[src/rtl/datain_buf.sv]
// Ejection-side capture buffer: stores accepted flits in order and exposes a registered read port.
// Optional macro DATAIN_BUF_DROP_NULL_EN treats all-zero valid words as idle flits.
module datain_buf #(
  parameter int DEPTH  = 30,
  parameter int AW     = 5,
  parameter int EXPECT = 30
) (
  input  logic          clk,
  input  logic          rst,
  input  logic          clear,
  input  logic [19:0]   datain,
  input  logic          in_valid,
  input  logic          rd_en,
  input  logic [AW-1:0] rd_addr,
  output logic [19:0]   rd_data,
  output logic          rd_valid,
  output logic [AW:0]   count,
  output logic          full,
  output logic          done,
  output logic          overflow
);

  localparam logic [AW:0] DEPTH_C  = (AW+1)'(DEPTH);
  localparam logic [AW:0] EXPECT_C = (AW+1)'(EXPECT);

  typedef enum logic [1:0] {
    EMPTY,
    FILLING,
    FULL
  } state_t;

  state_t        state_q, state_d;
  logic [AW:0]   count_q, count_d;
  logic [AW-1:0] wr_ptr_q, wr_ptr_d;
  logic          done_q, done_d;
  logic          ovf_q, ovf_d;
  logic          accept;
  logic          drop;
  logic          word_vld;
  logic          in_range;

  logic [19:0]   mem [DEPTH];

`ifdef DATAIN_BUF_DROP_NULL_EN
  assign word_vld = in_valid && (datain != 20'h00000);
`else
  assign word_vld = in_valid;
`endif

  assign in_range = ({1'b0, rd_addr} < DEPTH_C);

  // Next-state, fill bookkeeping and sticky flags; clear beats any incoming word.
  always_comb begin
    state_d  = state_q;
    count_d  = count_q;
    wr_ptr_d = wr_ptr_q;
    done_d   = done_q;
    ovf_d    = ovf_q;
    accept   = 1'b0;
    drop     = 1'b0;
    if (clear) begin
      state_d  = EMPTY;
      count_d  = '0;
      wr_ptr_d = '0;
      done_d   = 1'b0;
      ovf_d    = 1'b0;
    end else if (word_vld) begin
      unique case (state_q)
        EMPTY, FILLING: begin
          accept   = 1'b1;
          count_d  = count_q + 1'b1;
          wr_ptr_d = wr_ptr_q + 1'b1;
          state_d  = (count_d == DEPTH_C) ? FULL : FILLING;
          if (count_d == EXPECT_C)
            done_d = 1'b1;
        end
        FULL: begin
          drop  = 1'b1;
          ovf_d = 1'b1;
        end
        default: state_d = EMPTY;
      endcase
    end
  end

  // State, pointer, count and flag registers.
  always_ff @(posedge clk or negedge rst) begin
    if (!rst) begin
      state_q  <= EMPTY;
      count_q  <= '0;
      wr_ptr_q <= '0;
      done_q   <= 1'b0;
      ovf_q    <= 1'b0;
    end else begin
      state_q  <= state_d;
      count_q  <= count_d;
      wr_ptr_q <= wr_ptr_d;
      done_q   <= done_d;
      ovf_q    <= ovf_d;
    end
  end

  // Storage array; no reset so it maps onto RAM.
  always_ff @(posedge clk) begin
    if (accept)
      mem[wr_ptr_q] <= datain;
  end

  // Registered read port, read-before-write against the same-cycle store.
  always_ff @(posedge clk or negedge rst) begin
    if (!rst) begin
      rd_data  <= '0;
      rd_valid <= 1'b0;
    end else begin
      rd_valid <= rd_en;
      if (rd_en)
        rd_data <= in_range ? mem[rd_addr] : 20'h00000;
    end
  end

  assign count    = count_q;
  assign full     = (state_q == FULL);
  assign done     = done_q;
  assign overflow = ovf_q;

endmodule

[config.mk]
export PLATFORM = sky130hd
export DESIGN_NAME = datain_buf
export DESIGN_NICKNAME = d
export VERILOG_FILES = /design/src/rtl/datain_buf.sv
export SDC_FILE = /design/constraint.sdc
export NUM_CORES = 1
export LEC_CHECK = 0
export BUFFER_PORTS_ARGS = -buffer_cell sky130_fd_sc_hd__buf_2
export CAP_MARGIN = 10
export CELL_PAD_IN_SITES_DETAIL_PLACEMENT = 0
export CELL_PAD_IN_SITES_GLOBAL_PLACEMENT = 2
export CORE_UTILIZATION = 48
export CTS_BUF_LIST = sky130_fd_sc_hd__clkbuf_8 sky130_fd_sc_hd__clkbuf_16
export DETAILED_ROUTE_END_ITERATION = 8
export GPL_TIMING_DRIVEN = 0
export PLACE_DENSITY = 0.9
export SLEW_MARGIN = 10
export SYNTH_ARGS = -nofsm -noshare
export SYNTH_HDL_FRONTEND = slang
export SYNTH_SLANG_ARGS = --single-unit
[constraint.sdc]
create_clock -name clk -period 3.2 [get_ports clk]
set_input_delay 0.64 -clock clk [delete_from_list [all_inputs] [get_ports clk]]
set_output_delay 0.64 -clock clk [all_outputs]
set_load 0.1 [all_outputs]
==> results.json <==
{
  "status": "completed",
  "clkLatencyLatePin_ns": 0.59,
  "maxCapViolations": 0,
  "syn_avg_cell_area_sq_um": 17.64,
  "ys_seq_elements": 636,
  "first_pass_iters": 5,
  "worst-slew-pin-transition_ns": 0.9539,
  "period_needed_ns": 2.803,
  "grt_pass1_vias": 13600,
  "cp-end-kind": "flop",
  "setup_viol": 0,
  "avgRoutedWirePerCell_um": 24.54,
  "route.vias.total": 13320,
  "cp_data_arrival_time_ns": 3.01,
  "crit_path_start_kind": "flop",
  "die_x_um": 230.4,
  "gp_congestion": 0.9112,
  "syn_area_sq_um": 25040,
  "relSlewSlack_pct": 36.41,
  "ys_warn_count": 0,
  "h-tree-depth": 3,
  "die_area_sq_um": 53090,
  "dp_cells": 2181,
  "numCtsBuffers": 66,
  "grt_overflow_total": 0,
  "ys_types": 52,
  "synth-main-ff-cell": "edfxtp_1",
  "fin_nets": 1605,
  "synth_top_area_cell": "edfxtp_1",
  "area_delta_synth_final_pct": 14.95,
  "pin_count": 60,
  "wirelength_mm": 56.41,
  "p_per_area_nw_per_um2": 623.6,
  "postCtsHoldBufs": 0,
  "path_max_fanout": 20,
  "final_cells": 2299,
  "start_util_pct": 48.72,
  "cts-root-buf": "clkbuf_16",
  "grt_start_max_net_pins": 37,
  "mappedNetlistNets": 1456,
  "max_freq_mhz": 356.7,
  "hold_ws_ns": 0.2053,
  "synth-async-reset-ratio_pct": 5.660,
  "vdd_ir_drop_max_mv": 0.4339,
  "finalHoldViolCount": 0,
  "final_cell_area_sq_um": 28790,
  "vias_per_cell": 5.795,
  "layout-drive-gt1-share_pct": 18.53,
  "ys_seq_area_share_pct": 75.54,
  "netlist_instances": 1420,
  "drtIter0Drc": 991,
  "clkSinkCount": 636,
  "ys_top_cells_by_area": "edfxtp_1 (72%), mux2i_1 (8.8%), dfrtp_1 (3.6%)",
  "die_y_um": 230.4,
  "critical_path_class": "reg2reg",
  "grt_pass1_wl_mm": 84.74,
  "hpwlAfterDp_mm": 37.67,
  "clk_pin_slew_ns": 0.06,
  "diodes": 0,
  "synth_top_area_share_pct": 71.94,
  "place_area_sq_um": 26660,
  "synth-edff-count": 600,
  "p_total_w": 0.01795,
  "fin_crit_sh_pct": 87.60,
  "rows": 83,
  "startpoint": "state_q[1]$_DFFE_PN0P_",
  "grt_usage_pct": 21.77,
  "p_leak_nw": 10.04,
  "r2r-start": "state_q[1]$_DFFE_PN0P_",
  "cts_tree": "done",
  "core_area_sq_um": 51410,
  "critPathRequiredTime_ns": 3.41,
  "min_path_type": "in2async",
  "drc_errors": 0,
  "io_buffer_count": 55,
  "clk_path_buf_depth": 3,
  "postCtsSetupRepairBufs": 0,
  "antenna_found_initial": 0,
  "report.final.slew_viol_count": 0,
  "finClkSkew_ns": 0.01471,
  "ant_nets": 0,
  "rsz0062_at_grt": "false",
  "timing.reg2reg.setup_slack_ns": 0.40,
  "ctsResizeCount": 0
}
==> critical path: stages, from the launching register on <==
cell and delay [ns]:
dfrtp_1 0.40, nor2b_1 0.36, nor2b_1 0.39, nand2_1 0.43, nor2_4 0.83
==> per-layer routing <==
layer / GRT usage [%] / vias up / routed length, um
li1: - / 5978 / -
met1: 29.34 / 6792 / 24040
met2: 35.34 / 439 / 27250
met3: 3.804 / 113 / 3114
met4: 8.568 / 0 / 2008
met5: 0 / - / 0
==> through the flow <==
step	util (%)	setup slack (ns)	setup TNS [ns]
final	56.00	0.3968	0
after global routing	56.00	0.2580	0
after CTS	56.00	0.3347	0
after detailed placement	51.85	-0.01312	-0.1741
after global placement	50.91	-0.8670	-404.37
after floorplan	-	0.5129	0
==> cell usage in the layout, fill, tap and decap left out, types with 5 or more instances in the layout <==
cell       count
a21oi_1       21
o21ai_0       21
clkbuf_1      34
nand3_1       22
clkinv_2      12
nand4_1        5
o21ai_1       19
edfxtp_1     600
dfrtp_1       36
nor2b_1       24
buf_8         28
a22o_1        19
buf_4          7
nor3_1        19
o22ai_1       42
nand2_1       51
mux2i_1      221
nor2_1        19
mux4_2        21
buf_2         81
xor2_1         7
nor2_2        26
clkinv_1       7
nand2b_1      23
a211oi_1      21
clkbuf_8       8
clkbuf_16     71
a221oi_1      37
mux2_2        20
ha_1           6
buf_6          9
inv_1         20
o221ai_1      19
==> registers in the layout (all words and copies together) (netlist names) <==
signal,count
count,6
done,1
mem,600
overflow,1
rd_data,20
rd_valid,1
state_q,2
wr_ptr_q,5
==> where the power goes <==
group	internal [W]	switching, W	total (W)
Sequential	0.00918	0.0000706	0.00925
Clock	0.00441	0.00303	0.00744
Combinational	0.000331	0.000926	0.00126
==> cell type report <==
cell class              instances  area (sq um)
repair buffers                 81         665.6
plain buffers                  84         529.3
multi-input cells             695          5673
clock buffers                  79          1887
clock inverters                39         245.2
well taps                     680         850.8
fillers                      3964         22620
flip-flops and latches        636         18920
inverters                       5         18.77
==> cell families (layout without fill, tap and decap cells) <==
| kind of cell | Yosys count | count (layout) | share of synthesized area (%) |
|---|---|---|---|
| flip-flops | 636 | 636 | 75.54 |
| multiplexers | 262 | 262 | 11.62 |
| AND/OR/NAND/NOR | 210 | 210 | 4.197 |
| AO/OA/AOI/OAI | 208 | 208 | 5.840 |
| buffers and inverters | 89 | 288 | 2.188 |
| XOR/XNOR | 9 | 9 | 0.3148 |
| adder cells (fa/ha/maj) | 6 | 6 | 0.2998 |
==> synth_stat cells, types with 2 or more instances <==
master	instances
edfxtp_1	600
mux2i_1	221
nand2_1	51
nor2_1	49
o22ai_1	42
a221oi_1	37
dfrtp_1	36
clkbuf_1	34
buf_2	26
nor2b_1	24
nand2b_1	23
nand3_1	22
a211oi_1	21
a21oi_1	21
mux4_2	21
o21ai_0	21
mux2_2	20
a22o_1	19
nor3_1	19
o21ai_1	19
o221ai_1	19
buf_6	9
buf_4	7
xor2_1	7
ha_1	6
nand4_1	5
buf_12	4
inv_1	4
nand3b_1	3
buf_1	2
buf_8	2
nand4b_1	2
nand4bb_1	2
nor3b_1	2
or3b_2	2
xnor2_1	2
==> path summary, 6_finish.rpt <==
kind                                      endpoint  cells after the start
max in group asynchronous  rd_data[15]$_DFFE_PN0P_                      1
min in group clk                rd_valid$_DFF_PN0_                      1
setup / recovery              mem[1][14]$_DFFE_PP_                      4
hold / removal             wr_ptr_q[3]$_DFFE_PN0P_                      1
hold reg to reg               overflow$_DFFE_PN0P_                      2
setup reg to reg              mem[1][14]$_DFFE_PP_                      4
(Power assumes the default switching activity.)
